$ cat src/rtl/mask_pkg.sv
// Shared types and constants for the multi-channel mask PRNG.
// Latency: n/a (package only).
// Backpressure: n/a (package only).
package mask_pkg;

    typedef enum logic {
        ST_WARMUP = 1'b0,
        ST_RUN    = 1'b1
    } prng_state_e;

    localparam logic [31:0] MASK_SALT_GOLDEN = 32'h9E37_79B9;
    localparam logic [31:0] SM4_MASK_POLY32  = 32'h0040_0006;

    // Per-channel salt before truncation/extension to the LFSR width.
    function automatic logic [31:0] mask_salt(input int unsigned k);
        return k * MASK_SALT_GOLDEN;
    endfunction

endpackage

$ cat src/rtl/lfsr_galois_step.sv
// One combinational Galois LFSR step: rotate right, fold POLY in when the
// outgoing bit was set.
// Latency: combinational. Backpressure: none.
// Ports: state_i current state, state_o state after one step.
module lfsr_galois_step #(
    parameter int               WIDTH = 32,
    parameter logic [WIDTH-1:0] POLY  = WIDTH'(32'h0040_0006)
) (
    input  logic [WIDTH-1:0] state_i,
    output logic [WIDTH-1:0] state_o
);

    assign state_o = {state_i[0], state_i[WIDTH-1:1]} ^ (state_i[0] ? POLY : '0);

endmodule

$ cat src/rtl/mask_prng.sv
// Multi-channel salted Galois LFSR mask generator with warm-up after reset/load.
// Latency: mask_o is the state register; valid WARMUP cycles after reset/load.
// Backpressure: state holds while mask_valid_o & !mask_ready_i; load_i wins over a handshake.
// Ports: clk_i, reset_n_i (sync, active-low), load_i/seed_i reseed all channels,
//        mask_valid_o/mask_ready_i/mask_o handshake (ch k at [k*WIDTH +: WIDTH]),
//        busy_o high during warm-up.
module mask_prng
    import mask_pkg::*;
#(
    parameter int               WIDTH      = 32,
    parameter logic [WIDTH-1:0] POLY       = WIDTH'(SM4_MASK_POLY32),
    parameter int               NUM_CH     = 4,
    parameter int               STEPS      = 1,
    parameter int               WARMUP     = 32,
    parameter logic [WIDTH-1:0] RESET_SEED = WIDTH'(32'h0000_0001)
) (
    input  logic                      clk_i,
    input  logic                      reset_n_i,
    input  logic                      load_i,
    input  logic [WIDTH-1:0]          seed_i,
    output logic                      mask_valid_o,
    input  logic                      mask_ready_i,
    output logic [NUM_CH*WIDTH-1:0]   mask_o,
    output logic                      busy_o
);

    // Counter must be able to hold the value WARMUP itself.
    localparam int          CNT_W    = (WARMUP > 0) ? $clog2(WARMUP + 1) : 1;
    localparam prng_state_e START_ST = (WARMUP == 0) ? ST_RUN : ST_WARMUP;

    prng_state_e state_q, state_d;
    logic [CNT_W-1:0] cnt_q, cnt_d;
    logic reseed, advance;

    logic [NUM_CH-1:0][WIDTH-1:0] st_q;
    logic [NUM_CH-1:0][WIDTH-1:0] st_adv;
    logic [NUM_CH-1:0][WIDTH-1:0] st_seed;

    // Reset and load share the seeding path; only the seed source differs.
    logic [WIDTH-1:0] seed_src;
    assign seed_src = reset_n_i ? seed_i : RESET_SEED;

    for (genvar ch = 0; ch < NUM_CH; ch++) begin : g_ch
        localparam logic [WIDTH-1:0] SALT = WIDTH'(mask_salt(ch));

        logic [STEPS:0][WIDTH-1:0] chain;
        logic [WIDTH-1:0]          salted;

        assign chain[0] = st_q[ch];
        for (genvar s = 0; s < STEPS; s++) begin : g_step
            lfsr_galois_step #(
                .WIDTH (WIDTH),
                .POLY  (POLY)
            ) u_step (
                .state_i (chain[s]),
                .state_o (chain[s+1])
            );
        end

        // An all-zero state would lock the LFSR forever; substitute 1.
        assign st_adv[ch]  = (chain[STEPS] == '0) ? WIDTH'(1) : chain[STEPS];
        assign salted      = seed_src ^ SALT;
        assign st_seed[ch] = (salted == '0) ? WIDTH'(1) : salted;
    end

    always_comb begin
        state_d = state_q;
        cnt_d   = cnt_q;
        reseed  = 1'b0;
        advance = 1'b0;
        if (load_i) begin
            // Load discards any same-cycle handshake.
            reseed  = 1'b1;
            cnt_d   = '0;
            state_d = START_ST;
        end else begin
            case (state_q)
                ST_WARMUP: begin
                    advance = 1'b1;
                    cnt_d   = cnt_q + 1'b1;
                    if (cnt_d == CNT_W'(WARMUP)) begin
                        state_d = ST_RUN;
                    end
                end
                ST_RUN: begin
                    advance = mask_ready_i;
                end
                default: begin
                    state_d = START_ST;
                end
            endcase
        end
    end

    always_ff @(posedge clk_i) begin
        if (!reset_n_i) begin
            state_q <= START_ST;
            cnt_q   <= '0;
            st_q    <= st_seed;
        end else begin
            state_q <= state_d;
            cnt_q   <= cnt_d;
            if (reseed) begin
                st_q <= st_seed;
            end else if (advance) begin
                st_q <= st_adv;
            end
        end
    end

    assign mask_valid_o = (state_q == ST_RUN);
    assign busy_o       = (state_q == ST_WARMUP);
    assign mask_o       = st_q;

endmodule

$ cat config.mk
export PLATFORM = sky130hd
export DESIGN_NAME = mask_prng
export DESIGN_NICKNAME = d
export VERILOG_FILES = /design/src/rtl/mask_pkg.sv /design/src/rtl/lfsr_galois_step.sv /design/src/rtl/mask_prng.sv
export SDC_FILE = /design/constraint.sdc
export NUM_CORES = 1
export LEC_CHECK = 0
export CAP_MARGIN = 20
export CORE_MARGIN = 4
export CORE_UTILIZATION = 48
export CTS_BUF_LIST = sky130_fd_sc_hd__clkbuf_2
export CTS_CLUSTER_DIAMETER = 40
export CTS_CLUSTER_SIZE = 14
export DETAILED_ROUTE_END_ITERATION = 10
export PLACE_DENSITY_LB_ADDON = 0.1
export SYNTH_ARGS = -nofsm -noshare
export SYNTH_HDL_FRONTEND = slang
export SYNTH_HIERARCHICAL = 1
export SYNTH_SLANG_ARGS = --single-unit
$ cat constraint.sdc
create_clock -name clk_i -period 6.8 [get_ports clk_i]
set_input_delay 1.02 -clock clk_i [delete_from_list [all_inputs] [get_ports clk_i]]
set_output_delay 1.02 -clock clk_i [all_outputs]
set_load 0.02 [all_outputs]
==> flow_summary.ini <==
[cts]
clk_latency_ns = 0.72
clock_path_buffers = 2
root_buffer = clkbuf_2
ctsResizeCount = 0
cts.sinks = 135
numCtsBuffers = 17
cts_setup_buffers = 0
clk_pin_slew_ns = 0.17
cts-htree-levels = 4
tritoncts = built
hold_buffers = 0

[timing]
period_share_pct = 54.4
fin_skew_ns = 0.0265
slew_headroom_pct = 35.9
clock.fmax_ghz = 0.270
layout_min_cycle_time_ns = 3.70
rsz0062_at_grt = false
setup_viol = 0
setup-tns-final_ns = 0
slew_viol_final = 0
tightest_slew_ns = 0.962
finalHoldViolations = 0

[power_and_ir_drop]
p_leak_nw = 3.21
max-vdd-ir-drop_v = 0.0000800
power_density_nw_per_um2 = 212

[global_route]
grt_usage_pct = 21.4
grt_pass1_wl_um = 31900
grt_pass1_vias = 5178
grt.overflow.total = 0
grt_start_max_net_pins = 110
antenna_found_initial = 0

[logic_synthesis]
syn_inst = 789
yosysMostFrequentCell = buf_4
synth_fp_nets = 826
synth-edff-count = 128
yosys_warnings = 6
ys_types = 44
seq_area_frac_synth_pct = 47.9
synth_largest_type_area_fraction_pct = 46.2
synth_largest_area_cell = edfxtp_1
synth_common_cells = buf_4 (244), edfxtp_1 (128), nand2_1 (96), a21o_1 (51), a21boi_0 (38)
ys_seq_elements = 135
ys_dominant_reg_cell = edfxtp_1
yosys-top-cells-area = edfxtp_1 (46%), buf_4 (22%), a21o_1 (4.6%)
syn_area_um2 = 8320
syn_area_per_cell_um2 = 10.5
synthArstFlopShare_pct = 0

[detailed_routing]
drt_iter0_markers = 490
drcViolationCount = 0
drt-total-wl_um = 21100
drtPass1Iterations = 5
vias = 5299
vias_per_cell = 5.68
detail-route-antenna-nets = 0
wl_per_cell_um = 22.6

[layout]
area_growth_pct = 2.30
diodes = 0
regArea_um2 = 3980
drive_gt1_share_pct = 5.75
fin_nets = 740
fin_util_pct = 50.8
final_cell_area_um2 = 8510
multiInputGateArea_um2 = 2360
fill_cells = 1529

[worst_setup_path]
end_kind = flip-flop
criticalPathCategory = primary input to flip-flop
regToRegStartpoint = mask_valid_o
slowest_delay_ns = 0.84
crit_path_top_delay_cell = or3_4
critical_path_depth = 6
reg2reg_slack_ns = 4.30
crit_required_ns = 7.15
cp.arrival_ns = 4.05
path_buf_inv = 4
ff2ff_path_depth = 3
path_common_cell = buf_4
reg2reg_to = mask_o[111]
critical_path.max_fanout = 70
cp-start-kind = primary input
cp_cell_sequence = clkdlybuf4s50_1 > buf_4 > inv_2 > nand2_1 > or3_4 > buf_4
crit_family = buffers and inverters

[placement]
postPlaceCellArea_um2 = 8330
portBuffers = 165
gp_congestion = 0.852
post-dp-hpwl_um = 15100

[floorplan]
die_h_um = 140
rows = 47
fp.dieW_um = 140
die_area_um2 = 19500
core_region_area_um2 = 16800
io_pins = 166
start_util_pct = 49.7

[worst_hold_path]
worstHoldStart = cnt_q[5]
hp-class = flip-flop to flip-flop
hold_depth = 2
min_to = cnt_q[5]

[status]
outcome = completed

[flow_run]
maxCapViolations = 0
worst min-delay path, stage by stage (launching register included):
cell and delay, ns:
dfxtp_1 0.36, xnor2_1 0.15, nor2_1 0.04
through the flow:
step           hold WS, ns  setup WS [ns]  instances  total power [mW]
2_1_floorplan        0.489           1.75        789              1.33
3_3_place_gp         0.516           2.42        904              1.38
3_5_place_dp         0.531           2.35        904              1.39
4_1_cts              0.561           3.14        933              1.82
5_1_grt              0.603           2.96        933              1.88
6_report             0.565           3.10        933              1.81
cells in the final DEF, fill, tap and decap left out, drive strengths merged:
cell type / n
nand4: 10
a21oi: 4
edfxtp: 128
or3b: 1
or3: 2
bufinv: 2
ha: 1
a21o: 51
nand3: 4
and4b: 1
nor4: 39
o31ai: 1
nand2b: 1
a22o: 1
xnor2: 2
clkinv: 6
nor2b: 9
o31a: 1
o2bb2ai: 1
clkbuf: 21
a22oi: 3
nand2: 96
dfxtp: 7
a211oi: 1
o21ai: 32
xor2: 14
nor3b: 3
nand4bb: 1
a21boi: 61
and4: 7
buf: 6
nor3: 3
nor2: 11
a31oi: 1
inv: 5
clkdlybuf4s50: 164
or4: 1
nand4b: 2
mux2i: 9
sequential cells by signal, indices dropped and copies added, names as in the netlist:
signal	flops
cnt_q	6
mask_valid_o	1
mask_o	128
logic make-up (layout without fill, tap and decap cells):
| family | Yosys count | after routing | share of synthesized area (%) |
|---|---|---|---|
| buffers and inverters | 280 | 204 | 23.8 |
| and+or+nand+nor | 191 | 191 | 12.2 |
| AOI/OAI and AO/OA | 157 | 157 | 13.3 |
| DFF | 135 | 135 | 47.9 |
| xor gates and xnor gates | 16 | 16 | 1.68 |
| muxes | 9 | 9 | 1.08 |
| adders and majority gates | 1 | 1 | 0.150 |
area by class of cell:
type | instances | area share, %
flip-flops and latches | 135 | 46.8
multi-input cells | 374 | 27.8
repair buffers | 170 | 19.8
well taps | 220 | 3.23
clock buffers | 21 | 1.23
clock inverters | 8 | 0.985
inverters | 5 | 0.220
per-layer routing:
layer	part of all wire (%)	global-route usage [%]	routed length, um
met3	7.1	5.11	1500
met2	46	32.0	9740
met1	45	30.9	9500
met5	0	0	0
met4	1.7	6.32	368
worst max-delay path by stage:
stage	slack, ns	from	endpoint
finish	3.10	load_i	mask_o[111]
global route	2.96	load_i	mask_o[79]
CTS	3.14	load_i	mask_o[104]
detailed placement	2.35	load_i	mask_o[78]
global placement	2.42	load_i	mask_o[76]
floorplan	1.75	load_i	mask_o[0]
where the power goes:
part | switching, mW | total, mW | internal [mW]
sequential | 0.0560 | 1.03 | 0.969
clock | 0.277 | 0.439 | 0.162
combinational | 0.187 | 0.342 | 0.155
total | 0.520 | 1.81 | 1.29
Note: power is estimated with default switching activity, not from simulation.
